<file path="src/rtl/skid_stage_buffer.sv">
// Two-entry valid/ready pipeline register: out/outValid/inReady come straight from flops.
// One-cycle latency. Absorbs one extra word when downstream stalls, so inReady may lag by a cycle.
module skid_stage_buffer #(
    parameter int               WIDTH       = 32,
    parameter logic [WIDTH-1:0] RESET_VALUE = {WIDTH{1'b0}}
) (
    input  logic             clk,
    input  logic             rst,
    input  logic             flush,
    input  logic             inValid,
    output logic             inReady,
    input  logic [WIDTH-1:0] in,
    output logic             outValid,
    input  logic             outReady,
    output logic [WIDTH-1:0] out,
    output logic [1:0]       occupancy
);

    // Bit 0 is mainValid and bit 1 is skidValid, so the flags are plain flop outputs.
    typedef enum logic [1:0] {
        S_EMPTY = 2'b00,
        S_ONE   = 2'b01,
        S_FULL  = 2'b11
    } state_t;

    state_t           r_state;
    state_t           w_state_nxt;
    logic [WIDTH-1:0] r_main_data;
    logic [WIDTH-1:0] r_skid_data;
    logic [WIDTH-1:0] w_main_nxt;
    logic [WIDTH-1:0] w_skid_nxt;
    logic             w_accept;
    logic             w_drain;

    assign w_accept = inValid & ~r_state[1];
    assign w_drain  = r_state[0] & outReady;

    always_comb begin
        w_state_nxt = r_state;
        w_main_nxt  = r_main_data;
        w_skid_nxt  = r_skid_data;
        case (r_state)
            S_EMPTY: begin
                if (w_accept) begin
                    w_main_nxt  = in;
                    w_state_nxt = S_ONE;
                end
            end
            S_ONE: begin
                if (w_accept && w_drain) begin
                    w_main_nxt = in;
                end else if (w_accept) begin
                    w_skid_nxt  = in;
                    w_state_nxt = S_FULL;
                end else if (w_drain) begin
                    w_state_nxt = S_EMPTY;
                end
            end
            S_FULL: begin
                if (w_drain) begin
                    w_main_nxt  = r_skid_data;
                    w_state_nxt = S_ONE;
                end
            end
            default: begin
                w_state_nxt = S_EMPTY;
            end
        endcase
    end

    // Reset and flush have identical effect; either one overrides all handshake activity.
    always_ff @(posedge clk) begin
        if (!rst) begin
            r_state     <= S_EMPTY;
            r_main_data <= RESET_VALUE;
            r_skid_data <= RESET_VALUE;
        end else if (flush) begin
            r_state     <= S_EMPTY;
            r_main_data <= RESET_VALUE;
            r_skid_data <= RESET_VALUE;
        end else begin
            r_state     <= w_state_nxt;
            r_main_data <= w_main_nxt;
            r_skid_data <= w_skid_nxt;
        end
    end

    assign inReady   = ~r_state[1];
    assign outValid  = r_state[0];
    assign out       = r_main_data;
    assign occupancy = {1'b0, r_state[0]} + {1'b0, r_state[1]};

endmodule

</file>
<file path="config.mk">
export PLATFORM = sky130hd
export DESIGN_NAME = skid_stage_buffer
export DESIGN_NICKNAME = d
export VERILOG_FILES = /design/src/rtl/skid_stage_buffer.sv
export SDC_FILE = /design/constraint.sdc
export NUM_CORES = 1
export LEC_CHECK = 0
export CAP_MARGIN = 0
export CORE_MARGIN = 2
export CORE_UTILIZATION = 35
export CTS_CLUSTER_SIZE = 12
export DETAILED_ROUTE_END_ITERATION = 7
export PLACE_DENSITY = 0.7
export SLEW_MARGIN = 30
export SYNTH_ARGS = -nofsm -noshare
export SYNTH_HDL_FRONTEND = slang
export SYNTH_SLANG_ARGS = --single-unit
</file>
<file path="constraint.sdc">
create_clock -name clk -period 2.2 [get_ports clk]
set_clock_uncertainty 0.1 [all_clocks]
set_input_delay 0.44 -clock clk [delete_from_list [all_inputs] [get_ports clk]]
set_output_delay 0.44 -clock clk [all_outputs]
set_load 0.05 [all_outputs]
</file>
**After elaboration in Yosys (flattened, before gate mapping)**

Index checks and enable logic that the tools add are counted.

- Register bits after elaboration: 66
- Latch bits: 0
- Memory bits (writable): 0
- ROM bits: 0
- Word-level logic and storage cells: 33
- Memories kept: 0

- $add $sub $neg: 1
- $mul: 0
- Div/mod/pow operators: 0
- Magnitude comparators: 0
- Eq/ne operators: 7
- Shift-type cells: 0
- Muxes and demuxes: 10
- Bitwise gates (word level): 5
- Reduce and logical (&&, ||, !) cells: 7

Operator list:

| cell | number |
|---|---|
| 2-to-1 mux 32 bit | 3 |
| case mux 32 bit (3 select lines) | 1 |
| 2-to-1 mux 2 bit | 5 |
| != test 2 bit, second input constant | 4 |
| AND reduction 4 bit | 2 |
| case mux 2 bit (3 select lines) | 1 |
| != test 3 bit, second input constant | 1 |
| inverter 1 bit | 3 |
| AND reduction 3 bit | 1 |
| nonzero test 3 bit | 1 |
| adder 1 x 1 -> 2 bit | 1 |
| AND 1 bit | 2 |
| equality test 2 x 1 -> 1 bit, second input constant | 1 |
| equality test 2 bit, second input constant | 1 |
| zero test 2 bit | 1 |
| OR reduction 2 bit | 1 |
| logical AND 1 bit | 1 |

**Longest topological paths before layout**

Gate-level depths: netlist of the first run.

- Depth in word-level cells: 5
- Depth in mapped cells: 7

**Worst setup path after synthesis of the first run**

OpenSTA, ideal clock, no wires.

- Path kind: reg-to-reg
- From: register r_state[0]
- To: register r_main_data[19], in the netlist out[19]
- Arrival: 2253 ps
- Required time: 2014 ps
- Slack: -238 ps
- Stages on the path, launching flop included: 8
- Period minus slack after synthesis: 2438 ps
- Cells stage by stage: dfxtp_1 > ha_1 > buf_2 > a22oi_4 > and2_1 > buf_6 > buf_12 > a211oi_1

- Cells in the longest elaborated chain, start to end: 4
- Elaborated cells on any way between the ends: 11

Ends and longest elaborated chain:

| element | line | source |
|---|---|---|
| start: declaration | 26 | `state_t r_state;` |
| start signal: assignment | 82 | `r_state <= w_state_nxt;` |
| AND 1 bit | 36 | `assign w_drain = r_state[0] & outReady;` |
| logical AND 1 bit | 50 | `if (w_accept && w_drain) begin` |
| != test 2 bit (no source line) | -- |  |
| AND reduction 4 bit (no source line) | -- |  |
| end signal: assignment | 83 | `r_main_data <= w_main_nxt;` |
| end: declaration | 28 | `logic [WIDTH-1:0] r_main_data;` |

Parallel ways exist; a longest one is shown, timed or not.
A chain may end at the register's enable or synchronous reset.

**Final worst setup path of the first run**

- From: register r_state[0]
- To: output port outValid

RTL lines:

| element | line | source |
|---|---|---|
| end: declaration | 13 | `output logic outValid,` |

No word-level cell between the ends.

==> results of run 1 <==
cells by family (layout without fill, tap and decap cells):
| logic type | after synthesis | after routing | synth area share (%) |
|---|---|---|---|
| buf+inv | 29 | 105 | 6.664 |
| flops | 66 | 66 | 46.30 |
| mux | 34 | 34 | 11.97 |
| simple gates | 76 | 76 | 10.87 |
| xor+xnor | 1 | 1 | 0.3069 |
| compound gates | 101 | 101 | 22.14 |
| fa+ha+maj | 4 | 4 | 1.754 |
path summary, 6_finish.rpt:
check	from	to	slack [ns]	cells after the start
hold reg to reg	r_skid_data[16]	r_skid_data[16]	0.35	2
setup reg to reg	r_state[1]	r_skid_data[29]	0.42	7
setup / recovery	r_state[0]	outValid	0.05	1
hold / removal	r_skid_data[16]	r_skid_data[16]	0.35	2
per-layer routing:
layer / vias up / part of all wire, % / GRT usage, %
li1: 1233 / - / -
met1: 1163 / 47 / 20.58
met2: 65 / 47 / 25.54
met3: 2 / 6.0 / 5.056
met4: 0 / 0.43 / 4.710
met5: - / 0 / 0
worst min-delay path, delay by kind of cell (launching register included):
kind             cells  cell delay [ns]
flip-flops           1             0.31
AND/OR/NAND/NOR      1             0.05
AO/OA/AOI/OAI        1             0.05
placed cells by master (no fill, tap or decap):
cell type / netlist / layout
nand3b_1: 1 / 1
mux2_2: 1 / 1
nor3_1: 1 / 1
nand4b_1: 1 / 1
inv_1: 2 / 2
nor2b_1: 1 / 1
nand2_1: 66 / 66
clkinv_4: 0 / 1
inv_6: 0 / 1
xnor2_1: 1 / 1
nand2b_2: 0 / 1
buf_4: 0 / 11
nand2_2: 1 / 1
clkinvlp_4: 0 / 1
nor2_1: 1 / 1
buf_12: 1 / 7
a21oi_2: 1 / 1
a211oi_1: 28 / 28
a21oi_4: 0 / 1
a21oi_1: 66 / 65
a22oi_4: 1 / 1
mux2i_1: 33 / 33
dfxtp_1: 66 / 65
nand2b_1: 3 / 2
and2_1: 1 / 1
ha_1: 4 / 3
ha_2: 0 / 1
clkdlybuf4s50_1: 0 / 69
bufinv_16: 0 / 1
clkbuf_8: 0 / 10
a21boi_2: 1 / 1
clkinv_2: 0 / 2
dfxtp_2: 0 / 1
a211oi_2: 4 / 4
cell type report:
type | instances | area share (%)
Timing Repair Buffer | 87 | 23.23
Inverter | 2 | 0.1909
Clock inverter | 6 | 1.654
Tap cell | 102 | 3.245
Clock buffer | 10 | 3.500
Multi-Input combinational cell | 216 | 34.55
Sequential cell | 66 | 33.63
flip-flops by register name (all words and copies together), names as in the netlist:
name / count
r_skid_data: 32
out: 32
r_state: 2
per-stage QoR:
step	utilization [%]	instance area, um2	hold WS (ns)
after CTS	50.37	3933	0.3562
after detailed placement	47.77	3730	0.3461
after global placement	47.77	3730	0.3410
after global routing	50.37	3933	0.3745
after floorplan	-	2858	0.3360
final	50.37	3933	0.3532
power groups by stage:
stage | logic (mW) | registers, mW | clock network, mW
after global placement | 0.566 | 1.30 | 0
after CTS | 0.573 | 1.27 | 1.05
after global routing | 0.608 | 1.27 | 1.10
after detailed placement | 0.572 | 1.30 | 0
after floorplan | 0.236 | 1.42 | 0
final | 0.568 | 1.27 | 1.03
==> reports/results.txt, run 1 <==
clock sinks: 66
Flop pwr share: 44.3%
Routed wire per std cell: 13.93 um
ys async rst share: 0%
global-route wire length before repair: 11.08 mm
drt pass-1 iters: 4
Final WS setup: 0.05400 ns
Max stage delay on crit path: 0.84 ns
RSZ-0062 raised after global routing: no
number of fill cells: 729
FMAX: 0.4660 GHz
Clock power frac: 35.9%
root cell of the clock tree: clkbuf_8
critical path class: reg -> out
Syn Nets: 352
P_sw: 0.8362 mW
pwr/cell area: 728.7 nW/um2
CTS Buf Count: 9
GRT Total Usage: 15.93%
Rel. slew slack: 65.36%
Bufs and invs on worst path: 1
Leak: 1.289 nW
Non-Filler Instances: 489
number of routed nets with antenna violations: 0
Pwr Total: 2.865 mW
# diodes: 0
routed via count: 2,463
synthesized flop and latch total: 66
Reg clk slew, reported paths: 0.07 ns
Vias/cell: 5.037
Die ar.: 8892 um2
main flop type after synthesis: dfxtp_1
required time worst endpoint: 1.66 ns
worst hold path class: reg -> reg
pin count of the biggest net entering global routing: 33
Yosys top cell by area: dfxtp_1
Max-cap violations: 0
CP cell instances: clkdlybuf4s50_1
Final min period: 2.146 ns
HPWL Detailed: 4.576 mm
Arrival @ worst endpoint: 1.61 ns
final hold vios: 0
initial antenna violation count: 0
vias in the first global route: 2,312
Post-CTS Setup Bufs: 0
VDD IR max: 0.0002680 V
Area Overhead vs Synth: 37.79%
main area contributors after synthesis: dfxtp_1 46%, a21oi_1 12%, mux2i_1 12%
Die H: 94.30 um
initial DRC count: 91
synthesized cell area: 2854 um2
Total Routed Length: 6.810 mm
Post-synth top cells: 66 x a21oi_1, 66 x dfxtp_1, 66 x nand2_1
Starting Density: 36.55%
proportion of layout cells with a drive suffix above 1: 12.14%
Yosys Warn Count: 0
IO Count: 73
CP Max Fanout: 8
Placed Cells: 473
Core Rows: 32
Seq/Total Area, Yosys: 46.30%
combinational power share: 19.8%
CP Launch Type: flip-flop
Buffers on Ports: 72
fin crit share: 97.55%
gp weighted congestion: 0.7820
cts hold-fix bufs: 0
register area: 1323 um2
Nets: 423
CTS tree: yes
CP top delay family: buffers and inverters
clock insertion delay at the later pin of the skew report: 0.34 ns
global route overflow: 0
area of the multi-input gates: 1359 um2
Residual DRC: 0
Internal: 2.029 mW
Placeable Area: 7807 um2
switching portion of total power: 29.18%
Post-Syn Instances: 311
Final Max Tran Viols: 0
Setup violations, final: 0
Worst-Margin Slew: 0.5180 ns
Avg Cell Area, Syn: 9.177 um2
# resized after CTS: 0
Place WS: 0.02137 ns
Die Wd: 94.30 um
Worst Setup End Kind: output port
EDFF count, synth: 0
CTS max path bufs: 2
top cell type's share of synthesized area: 46.30%
Fin Setup TNS: 0 ns
status: finished clean
Unique masters post-synth: 26
slowest stage cell, crit path: clkdlybuf4s50_1
H-tree Lvls: 3
(Power assumes the default switching activity.)
==> inputs of run 2 (changes only) <==
--- a/config.mk
+++ b/config.mk
@@ -5,7 +5,8 @@
 export SDC_FILE = /design/constraint.sdc
 export NUM_CORES = 1
 export LEC_CHECK = 0
-export CAP_MARGIN = 0
+export ABC_AREA = 1
+export CAP_MARGIN = 20
 export CORE_MARGIN = 2
 export CORE_UTILIZATION = 35
 export CTS_CLUSTER_SIZE = 12
==> reports/results.txt, run 2 <==
status: finished clean
CTS Buf Count: 9
Routed wire per std cell: 11.24 um
routed via count: 2,577
clock insertion delay at the later pin of the skew report: 0.34 ns
Residual DRC: 0
vias in the first global route: 2,374
HPWL Detailed: 4.366 mm
gp weighted congestion: 0.8230
Fin Setup TNS: 0 ns
main flop type after synthesis: dfxtp_1
Synth Area in XOR/XNOR: 0%
Final WS setup: 0.09168 ns
Critical Path Sink: outValid
global route overflow: 0
mux share of post-synthesis cell area: 10.99%
# resized after CTS: 0
count leader, synth: nor2_1
worst flop-to-flop path startpoint: r_state[1]
Reg2Reg Setup Slack: 0.39 ns
Worst-Margin Slew: 0.5398 ns
FMAX: 0.4743 GHz
Die H: 95.27 um
Final min period: 2.108 ns
Post-Syn Instances: 387
Placeable Area: 8134 um2
Yosys Warn Count: 0
Arrival @ worst endpoint: 1.57 ns
VDD IR max: 0.0002882 V
Yosys top cell by area: dfxtp_1
Max-cap violations: 0
cts hold-fix bufs: 0
RR Endpoint: r_skid_data[18]
root cell of the clock tree: clkbuf_8
proportion of layout cells with a drive suffix above 1: 7.826%
Placed Cells: 549
required time worst endpoint: 1.66 ns
worst r2r path cells: 9
Seq/Total Area, Yosys: 45.32%
top cell type's share of synthesized area: 45.32%
Buffers on Ports: 72
Reg clk slew, reported paths: 0.07 ns
main area contributors after synthesis: dfxtp_1 45%, nor2_1 17%, mux2i_1 11%
Simple-Gate Fraction of Synth Area: 29.66%
Die ar.: 9075 um2
Post-synth top cells: 133 x nor2_1, 77 x nand2_1, 66 x dfxtp_1
adder-cell share of the synthesized area: 1.717%
WP depth: 1
Area Overhead vs Synth: 35.71%
drt pass-1 iters: 4
Setup violations, final: 0
CTS tree: yes
CP Max Fanout: 5
Starting Density: 35.84%
EDFF count, synth: 0
Bufs and invs on worst path: 1
pwr/cell area: 792.2 nW/um2
critical path class: reg -> out
# diodes: 0
Core Rows: 33
CP top delay family: buffers and inverters
initial antenna violation count: 0
Avg Cell Area, Syn: 7.533 um2
leading cell type in the layout, fill and taps excluded: nor2_1
synthesized flop and latch total: 66
initial DRC count: 74
global-route wire length before repair: 10.69 mm
worst hold slack: 0.3787 ns
CP Launch Type: flip-flop
Max stage delay on crit path: 0.83 ns
clock sinks: 66
Final Util: 48.64%
pin count of the biggest net entering global routing: 42
Unique masters post-synth: 21
post-synthesis compound-gate area fraction: 5.837%
worst hold path class: reg -> reg
most frequent cells in the layout: 132 x nor2_1, 77 x nand2_1, 69 x clkdlybuf4s50_1
slowest stage cell, crit path: clkdlybuf4s50_1
Rel. slew slack: 63.96%
Die Wd: 95.27 um
CP cell instances: clkdlybuf4s50_1
Nets: 496
Setup crit start: r_state[0]
Non-Filler Instances: 565
Final Max Tran Viols: 0
CTS max path bufs: 2
fin crit share: 95.83%
Vias/cell: 4.561
Total Routed Length: 6.351 mm
RSZ-0062 raised after global routing: no
hold_sp: out[11]
final hold vios: 0
IO Count: 73
synthesized cell area: 2915 um2
GRT Total Usage: 14.96%
Leak: 1.639 nW
ys async rst share: 0%
Place WS: 0.1896 ns
largest family of logic cells by synthesized area: simple AND/OR/NAND/NOR gates
number of routed nets with antenna violations: 0
Post-CTS Setup Bufs: 0
Syn Nets: 428
H-tree Lvls: 3
Worst Setup End Kind: output port
run 2: routing by layer:
metal  track usage, %  routed length (um)  share of wire (%)  up-vias
met2            23.71                2895                 46       64
met5                0                   0                  0        -
met4            6.401                  99                1.6        0
met3            4.111                 381                6.0       10
met1            19.06                2974                 47     1156
li1                 -                   -                  -     1347
run 2: per-stage QoR:
step | instance area (um2) | total power, mW
5_1_grt | 3956 | 3.296
4_1_cts | 3954 | 3.180
6_report | 3956 | 3.134
3_3_place_gp | 3744 | 2.056
3_5_place_dp | 3744 | 2.065
2_1_floorplan | 2918 | 1.829
run 2: final cells by class:
class	count	area (um2)
clock buffer	11	131.4
fill	793	4178
clock inverter	5	78.83
timing repair buffer	80	840.8
sequential	66	1321
tap	105	131.4
inverter	10	37.54
multi-input combinational	288	1415
run 2: worst min-delay path by stage:
| stage | end | depth (start not counted) |
|---|---|---|
| final | out[11] | 2 |
| after global routing | out[5] | 2 |
| after CTS | out[24] | 2 |
| after detailed placement | out[24] | 2 |
| after global placement | out[12] | 2 |
| after floorplan | r_skid_data[22] | 2 |
run 2: cell families (layout without fill, tap and decap cells):
family,Yosys count,in the layout
compound gates,34,34
flops,66,66
simple gates,218,218
fa+ha+maj,4,4
buf+inv,33,106
mux,32,32
run 2: worst reg2reg max path, cell delays in order, from the launching register on:
cell,delay [ns]
dfxtp_1,0.43
inv_2,0.09
ha_1,0.19
inv_1,0.13
nor2_2,0.07
inv_2,0.07
nor2_4,0.04
inv_2,0.40
nor2_1,0.10
nor2_1,0.12
run 2: report_power, final:
group          internal (mW)  leakage (nW)  switching (mW)
registers               1.26         0.537          0.0335
clock network          0.638         0.107           0.467
logic                  0.285         0.996           0.454
total                   2.18          1.64           0.954
